==> config.mk <==
export PLATFORM = sky130hd
export DESIGN_NAME = cap_poller
export DESIGN_NICKNAME = d
export VERILOG_FILES = /design/src/rtl/wfd_wb_pkg.sv /design/src/rtl/cap_poller_tick_gen.sv /design/src/rtl/cap_poller.sv
export SDC_FILE = /design/constraint.sdc
export NUM_CORES = 1
export LEC_CHECK = 0
export ABC_AREA = 1
export CORE_MARGIN = 10
export CORE_UTILIZATION = 45
export DETAILED_ROUTE_END_ITERATION = 8
export GPL_TIMING_DRIVEN = 0
export HOLD_SLACK_MARGIN = 0.02
export PLACE_DENSITY = 0.85
export SYNTH_ARGS = -nofsm -noshare
export SYNTH_HDL_FRONTEND = slang
export SYNTH_SLANG_ARGS = --single-unit
export TNS_END_PERCENT = 5
==> constraint.sdc <==
create_clock -name wb_clk -period 1.7 [get_ports wb_clk]
set_input_delay 0.17 -clock wb_clk [delete_from_list [all_inputs] [get_ports wb_clk]]
set_output_delay 0.17 -clock wb_clk [all_outputs]
set_load 0.02 [all_outputs]
==> src/rtl/wfd_wb_pkg.sv <==
// Shared Wishbone poller definitions: FSM state encoding, default timing
// parameters and the data word used by the clearing write.
package wfd_wb_pkg;

  typedef enum logic [2:0] {
    IDLE   = 3'd0,
    RD     = 3'd1,
    RD_GAP = 3'd2,
    WR     = 3'd3,
    DONE   = 3'd4
  } state_e;

  localparam int unsigned DEF_TMO    = 15;
  localparam int unsigned DEF_PERIOD = 1024;
  localparam logic [15:0] CLEAR_DATA = 16'h0000;

endpackage

==> src/rtl/cap_poller_tick_gen.sv <==
// Free-running period counter producing a registered one-cycle tick every
// PERIOD cycles.
module cap_tick_gen
  import wfd_wb_pkg::*;
#(
  parameter int unsigned PERIOD = DEF_PERIOD
) (
  input  logic clk,
  input  logic rst_n,
  output logic tick
);

  localparam int unsigned CW = (PERIOD > 1) ? $clog2(PERIOD) : 1;
  localparam logic [CW-1:0] LAST = CW'(PERIOD - 1);

  logic [CW-1:0] cnt_q, cnt_d;
  logic          tick_q, tick_d;

  always_comb begin
    cnt_d  = cnt_q + CW'(1);
    tick_d = 1'b0;
    if (cnt_q == LAST) begin
      cnt_d  = '0;
      tick_d = 1'b1;
    end
  end

  always_ff @(posedge clk or negedge rst_n) begin
    if (!rst_n) begin
      cnt_q  <= '0;
      tick_q <= 1'b0;
    end else begin
      cnt_q  <= cnt_d;
      tick_q <= tick_d;
    end
  end

  assign tick = tick_q;

endmodule

==> src/rtl/cap_poller.sv <==
// Wishbone initiator that reads 2**ADRBITS words into result, optionally
// clears word 0, and aborts on ack timeout. Auto-scan: CAP_POLLER_AUTO_EN.
module cap_poller
  import wfd_wb_pkg::*;
#(
  parameter int unsigned ADRBITS = 1,
  parameter int unsigned TMO     = DEF_TMO,
  parameter int unsigned PERIOD  = DEF_PERIOD
) (
  input  logic                        wb_clk,
  input  logic                        wb_rst_n,
  input  logic                        start,
  input  logic                        clear_en,
  output logic                        wb_cyc,
  output logic                        wb_stb,
  output logic                        wb_we,
  output logic [ADRBITS-1:0]          wb_adr,
  output logic [15:0]                 wb_dat_o,
  input  logic [15:0]                 wb_dat_i,
  input  logic                        wb_ack,
  output logic [16*(2**ADRBITS)-1:0]  result,
  output logic                        valid,
  output logic                        busy,
  output logic                        err
);

  localparam int unsigned RW = 16 * (2**ADRBITS);
  localparam int unsigned CW = $clog2(TMO + 1);
  localparam logic [ADRBITS-1:0] LAST_IDX = '1;
  localparam logic [CW-1:0]      TMO_C    = CW'(TMO);

  logic start_scan;

`ifdef CAP_POLLER_AUTO_EN
  logic tick;

  cap_tick_gen #(.PERIOD(PERIOD)) u_tick (
    .clk   (wb_clk),
    .rst_n (wb_rst_n),
    .tick  (tick)
  );

  assign start_scan = start | tick;
`else
  assign start_scan = start;
`endif

  state_e             state_q, state_d;
  logic [ADRBITS-1:0] idx_q, idx_d;
  logic               clr_q, clr_d;
  logic               wr_pend_q, wr_pend_d;
  logic [CW-1:0]      tmo_q, tmo_d, tmo_inc;
  logic [RW-1:0]      result_q, result_d;
  logic               cyc_q, cyc_d;
  logic               we_q, we_d;
  logic [ADRBITS-1:0] adr_q, adr_d;
  logic [15:0]        dat_q, dat_d;
  logic               valid_q, valid_d;
  logic               busy_q, busy_d;
  logic               err_q, err_d;

  always_comb begin
    state_d   = state_q;
    idx_d     = idx_q;
    clr_d     = clr_q;
    wr_pend_d = wr_pend_q;
    tmo_d     = tmo_q;
    result_d  = result_q;
    err_d     = err_q;
    tmo_inc   = tmo_q + CW'(1);

    unique case (state_q)
      IDLE: begin
        if (start_scan) begin
          clr_d     = clear_en;
          err_d     = 1'b0;
          idx_d     = '0;
          wr_pend_d = 1'b0;
          tmo_d     = '0;
          state_d   = RD;
        end
      end
      RD: begin
        if (wb_ack) begin
          result_d[16*idx_q +: 16] = wb_dat_i;
          if (idx_q != LAST_IDX) begin
            idx_d   = idx_q + ADRBITS'(1);
            state_d = RD_GAP;
          end else if (clr_q) begin
            // Reuse the read gap in front of the clearing write.
            wr_pend_d = 1'b1;
            state_d   = RD_GAP;
          end else begin
            state_d = DONE;
          end
        end else if (tmo_inc == TMO_C) begin
          err_d   = 1'b1;
          state_d = DONE;
        end else begin
          tmo_d = tmo_inc;
        end
      end
      RD_GAP: begin
        tmo_d   = '0;
        state_d = wr_pend_q ? WR : RD;
      end
      WR: begin
        if (wb_ack) begin
          wr_pend_d = 1'b0;
          state_d   = DONE;
        end else if (tmo_inc == TMO_C) begin
          wr_pend_d = 1'b0;
          err_d     = 1'b1;
          state_d   = DONE;
        end else begin
          tmo_d = tmo_inc;
        end
      end
      DONE:    state_d = IDLE;
      default: state_d = IDLE;
    endcase

    // Bus outputs are registered from the next state so they line up with it.
    cyc_d   = (state_d == RD) || (state_d == WR);
    we_d    = (state_d == WR);
    adr_d   = (state_d == RD) ? idx_d : '0;
    dat_d   = (state_d == WR) ? CLEAR_DATA : '0;
    valid_d = (state_d == DONE);
    busy_d  = (state_d != IDLE);
  end

  always_ff @(posedge wb_clk or negedge wb_rst_n) begin
    if (!wb_rst_n) begin
      state_q   <= IDLE;
      idx_q     <= '0;
      clr_q     <= 1'b0;
      wr_pend_q <= 1'b0;
      tmo_q     <= '0;
      result_q  <= '0;
      cyc_q     <= 1'b0;
      we_q      <= 1'b0;
      adr_q     <= '0;
      dat_q     <= '0;
      valid_q   <= 1'b0;
      busy_q    <= 1'b0;
      err_q     <= 1'b0;
    end else begin
      state_q   <= state_d;
      idx_q     <= idx_d;
      clr_q     <= clr_d;
      wr_pend_q <= wr_pend_d;
      tmo_q     <= tmo_d;
      result_q  <= result_d;
      cyc_q     <= cyc_d;
      we_q      <= we_d;
      adr_q     <= adr_d;
      dat_q     <= dat_d;
      valid_q   <= valid_d;
      busy_q    <= busy_d;
      err_q     <= err_d;
    end
  end

  assign wb_cyc   = cyc_q;
  assign wb_stb   = cyc_q;
  assign wb_we    = we_q;
  assign wb_adr   = adr_q;
  assign wb_dat_o = dat_q;
  assign result   = result_q;
  assign valid    = valid_q;
  assign busy     = busy_q;
  assign err      = err_q;

endmodule
Word-level counts from Yosys, hierarchy flattened
Cells that the tools add are included.
{"block": "totals", "output_inout_bits": 55, "in_bits": 21, "elab_cells": 72, "register_bits": 48}
{"block": "op_classes", "n_addsub": 3, "eq_ne": 15, "shifts": 2, "mux": 28, "n_reduce_logical": 12}
{"op": "$neg 5->34", "count": 1}
{"op": "$shift 16x34->32 const A", "count": 1}
{"op": "$shiftx 16x34->32", "count": 1}
{"op": "$bwmux 32", "count": 1}
{"op": "$mux 3", "count": 6}
{"op": "$mux 1", "count": 12}
{"op": "$mux 4", "count": 3}
{"op": "$ne 2x2->1 const B", "count": 6}
{"op": "$pmux 3 s4", "count": 1}
{"op": "$pmux 4 s3", "count": 1}
{"op": "$eq 3x2->1 const B", "count": 3}
{"op": "$reduce_bool 3->1", "count": 3}
{"op": "$reduce_and 4->1", "count": 2}
{"op": "$eq 3x1->1 const B", "count": 2}
{"op": "$reduce_and 6->1", "count": 1}
{"op": "$add 4x1->4 const B", "count": 1}
{"op": "$eq 4x4->1 const B", "count": 1}
{"op": "$pmux 1 s2", "count": 2}
{"op": "$reduce_and 2->1", "count": 2}
{"op": "$eq 3x3->1 const B", "count": 1}
{"op": "$logic_not 3->1", "count": 1}
{"op": "$ne 3x3->1 const B", "count": 1}
{"op": "$pmux 1 s3", "count": 1}
{"op": "$mux 2", "count": 1}
{"op": "other kinds (5)", "count": 5}

Longest topological paths before layout
{"block": "depth", "ltp_word": 7, "ltp_mapped": 10, "mapped_depth_nobuf": 10}

Worst setup path after synthesis
OpenSTA, ideal clock, no wires.
{"block": "synth_timing", "path_kind": "register -> register", "start": "register tmo_q[0]", "end": "register wr_pend_q", "path_stages_with_launch": 10, "period_less_slack_ns": 1.339, "setup_slack_ns": 0.361, "setup_time_ns": 0.117, "path_buffers": 0, "required_time_ns": 1.583, "t_arrival_ns": 1.222, "cell_sequence": "dfrtp_1 -> ha_1 -> nand2_1 -> nand2_1 -> nor2_1 -> nand2_1 -> nand3_1 -> nand2_1 -> nand2_1 -> nand2_1"}
{"block": "synth_via", "elab_chain_cells": 4}
{"element": "start: declaration", "line_no": "cap_poller.sv:52", "source": "logic [CW-1:0] tmo_q, tmo_d, tmo_inc;"}
{"element": "start signal: assignment", "line_no": "cap_poller.sv:152", "source": "tmo_q <= tmo_d;"}
{"element": "$add 4x1->4", "line_no": "cap_poller.sv:70", "source": "tmo_inc = tmo_q + CW'(1);"}
{"element": "$eq 4x4->1", "line_no": "cap_poller.sv:111", "source": "end else if (tmo_inc == TMO_C) begin"}
{"element": "$ne 3x3->1 (no source line)"}
{"element": "$reduce_and 6->1 (no source line)"}
{"element": "end signal: assignment", "line_no": "cap_poller.sv:151", "source": "wr_pend_q <= wr_pend_d;"}
{"element": "end: declaration", "line_no": "cap_poller.sv:51", "source": "logic wr_pend_q, wr_pend_d;"}
No other way between the ends.
A chain may end at the register's enable or synchronous reset.

Worst setup path in the final report
{"block": "layout_timing", "start": "register tmo_q[0]", "end": "register tmo_q[3]"}
{"block": "layout_via", "elab_chain_cells": 4, "elab_cells_between_ends": 7, "cone_classes": "1 x add/sub; 2 x eq/ne; 3 x mux; 1 x reduce/logical"}
{"element": "$add 4x1->4 *", "line_no": "cap_poller.sv:70"}
{"element": "$eq 4x4->1 / $mux 4 (equally long branches)", "line_no": "cap_poller.sv:96, cap_poller.sv:111"}
{"element": "$ne 2x2->1 (no source line) / $mux 4 (equally long branches)"}
{"element": "$reduce_and 4->1 (no source line) / $pmux 4 s3 (equally long branches)"}
Mark *: on every way between the ends. The rest lies on a longest branch, timed or not. The select of a mux whose other input is x is not followed.

==> results.sh <==
export IMPL_num_vias=1749
export IMPL_tns_ns=0
export IMPL_worst_ep_arrival_time_ns=1.72
export IMPL_r2r_start="tmo_q[0]"
export IMPL_worst_setup_path_type="reg -> reg"
export IMPL_cts_root_buf="clkbuf_8"
export IMPL_required_ns=1.89
export IMPL_startpoint="tmo_q[0]"
export IMPL_timing_hold_ws_ns=0.391
export IMPL_antenna_cells=0
export IMPL_syn_to_final_growth_pct=39.8
export IMPL_setup_violations=0
export IMPL_leakage_nw=1.56
export IMPL_groute_usage_overall=0.130
export IMPL_ys_async_sr_fraction=1.00
export IMPL_rsz0062_at_grt="no"
export IMPL_tritoncts="built"
export IMPL_drt_wirelength_per_cell_um=13.7
export IMPL_drt_initial_drc_count=96
export IMPL_r2r_setup_slack_ns=0.17
export IMPL_nNetsFinal=342
export IMPL_gp_congestion=0.839
export IMPL_r2r_end="tmo_q[3]"
export IMPL_yosys_warnings=0
export IMPL_via_per_inst=4.52
export IMPL_grt_overflow_total=0
export IMPL_cts_buffer_depth=2
export IMPL_worstSetupStartpointType="flip-flop"
export IMPL_peakVddDrop_mv=0.830
export IMPL_grt_max_degree=27
export IMPL_timing_slew_headroom=0.639
export IMPL_cp_end_kind="flip-flop"
export IMPL_syn_avg_cell_area_um2=9.56
export IMPL_synth_edf_count=0
export IMPL_core_mm2=0.00479
export IMPL_clock_latency_ns=0.30
export IMPL_min_period_over_period=0.898
export IMPL_routed_wl_um=5310
export IMPL_cp_max_fo=5
export IMPL_worst_slew_pin_slew_ns=0.541
export IMPL_slew_viol_final=0
export IMPL_grt_pass1_vias=1831
export IMPL_drive_gt1_frac=0.213
export IMPL_synth_area_leaders="dfrtp_1, nand2_1, o21ai_2, buf_4, inv_1"
export IMPL_postRouteAntennaNets=0
export IMPL_yosys_cell_types_count=23
export IMPL_dp_hpwl_um=4150
export IMPL_numCtsBuffers=5
export IMPL_fin_skew_ns=0.00279
export IMPL_grt_pass1_wl_um=8870
export IMPL_clock_sinks=48
export IMPL_die_area_mm2=0.00822
export IMPL_yosysTopAreaCellShare=0.535
export IMPL_clk_pin_slew_ns=0.08
export IMPL_max_cap_viol_count=0
export IMPL_antenna_found_initial=0
export IMPL_hold_viol_final=0
export IMPL_r2r_cells=9
export IMPL_die_h_um=90.6
export IMPL_post_layout_nonfiller_instances=387
export IMPL_dp_cells=377
export IMPL_start_util=0.469
export IMPL_p_per_area_mw_per_mm2=1820
export IMPL_drc_errors=0
export IMPL_yosysMostFrequentCell="nand2_1"
export IMPL_netlist_area_mm2=0.00225
export IMPL_row_count=25
export IMPL_dominantRegCellSynth="dfrtp_1"
export IMPL_hp_class="in -> async"
export IMPL_port_buffers=59
export IMPL_yosys_register_bits=48
export IMPL_yosysTopAreaCell="dfrtp_1"
export IMPL_fmax_mhz=655
export IMPL_seq_area_frac_synth=0.535
export IMPL_synth_common_cells="nand2_1, dfrtp_1, inv_1"
export IMPL_finalPower_w=0.00572
export IMPL_status="finished clean"
export IMPL_n_fill_cell=378
export IMPL_io_pins=76
export IMPL_syn_inst=235
export IMPL_htreeDepth=2
export IMPL_die_width_um=90.6
export IMPL_finalCriticalPeriod_ns=1.53
export IMPL_drtPass1Iterations=4
## sequential cells by signal (all words and copies together), names as in the netlist
register,flops
busy,1
clr_q,1
err,1
idx_q,1
result,32
state_q,3
tmo_q,4
valid,1
wb_adr,1
wb_cyc,1
wb_we,1
wr_pend_q,1
## layout make-up
class	instances	area (um2)	share of cell area
clock buffer	7	96.3	0.0307
timing repair buffer	62	623	0.198
sequential	48	1200	0.382
buffer	23	195	0.0622
clock inverter	1	30.0	0.00956
multi-input combinational	147	791	0.252
tap	67	83.8	0.0267
inverter	32	120	0.0382
## cell families (layout without fill, tap and decap cells)
| family | after synthesis | in the layout | synth area share |
|---|---|---|---|
| AND/OR/NAND/NOR | 82 | 82 | 0.160 |
| buffers and inverters | 55 | 125 | 0.140 |
| flip-flops | 48 | 48 | 0.535 |
| AO/OA/AOI/OAI | 46 | 46 | 0.147 |
| adder cells (fa/ha/maj) | 2 | 2 | 0.0111 |
| other | 1 | 16 | 0.00167 |
| multiplexers | 1 | 1 | 0.00501 |
## cell usage in the layout (no fill, tap or decap), drive strengths merged, types with 7 or more instances in the layout
master,count
nand3,11
dfrtp,48
nor2,10
o21ai,40
clkbuf,7
buf,26
nand2,58
conb,16
clkdlybuf4s50,58
inv,32
## worst max path at each step
stage | slack [ns] | cells after the start | end
after floorplan | 0.36 | 9 | wr_pend_q
after global placement | -0.86 | 1 | result[17]
after detailed placement | 0.12 | 6 | wb_adr
after CTS | 0.13 | 9 | wr_pend_q
after global routing | 0.01 | 8 | wb_adr
final | 0.17 | 9 | tmo_q[3]
## worst max-delay path, stage by stage, from the launching register on
cell	delay [ns]
dfrtp_1	0.43
ha_1	0.23
nand2_1	0.06
nand2_1	0.06
nor2_1	0.16
nand2_1	0.14
nand2_1	0.15
nor2_1	0.08
nand2_1	0.07
o21ai_2	0.05
## what timing repair did
item                                    in CTS  in global routing
endpoints found under the setup margin       0                  2
buffers inserted                             0                  1
hold buffers                                 1                  0
hold endpoints to repair                    22                  0
gates resized for setup                      0                  1
## power breakdown
group | switching, W | leakage (nW) | total (W) | internal (W)
Clock | 0.000364 | 0.0645 | 0.000883 | 0.000519
Combinational | 0.00160 | 0.890 | 0.00290 | 0.00130
Sequential | 0.000308 | 0.605 | 0.00194 | 0.00163
Total | 0.00227 | 1.56 | 0.00572 | 0.00345
## metrics by stage
| stage | area, um2 | worst slack [ns] | util |
|---|---|---|---|
| 6_report | 3140 | 0.174 | 0.656 |
| 5_1_grt | 3140 | 0.00974 | 0.656 |
| 4_1_cts | 3130 | 0.131 | 0.654 |
| 3_5_place_dp | 2990 | 0.124 | 0.625 |
| 3_3_place_gp | 2980 | -0.862 | 0.622 |
| 2_1_floorplan | 2300 | 0.361 | - |
## layer usage
metal / GRT usage / vias up / wire length, um
met4: 0.0358 / 0 / 36
met1: 0.143 / 825 / 2130
met2: 0.224 / 51 / 2710
li1: - / 871 / -
met3: 0.0557 / 2 / 433
met5: 0 / - / 0
No activity file was read; power rests on OpenSTA's default activity.
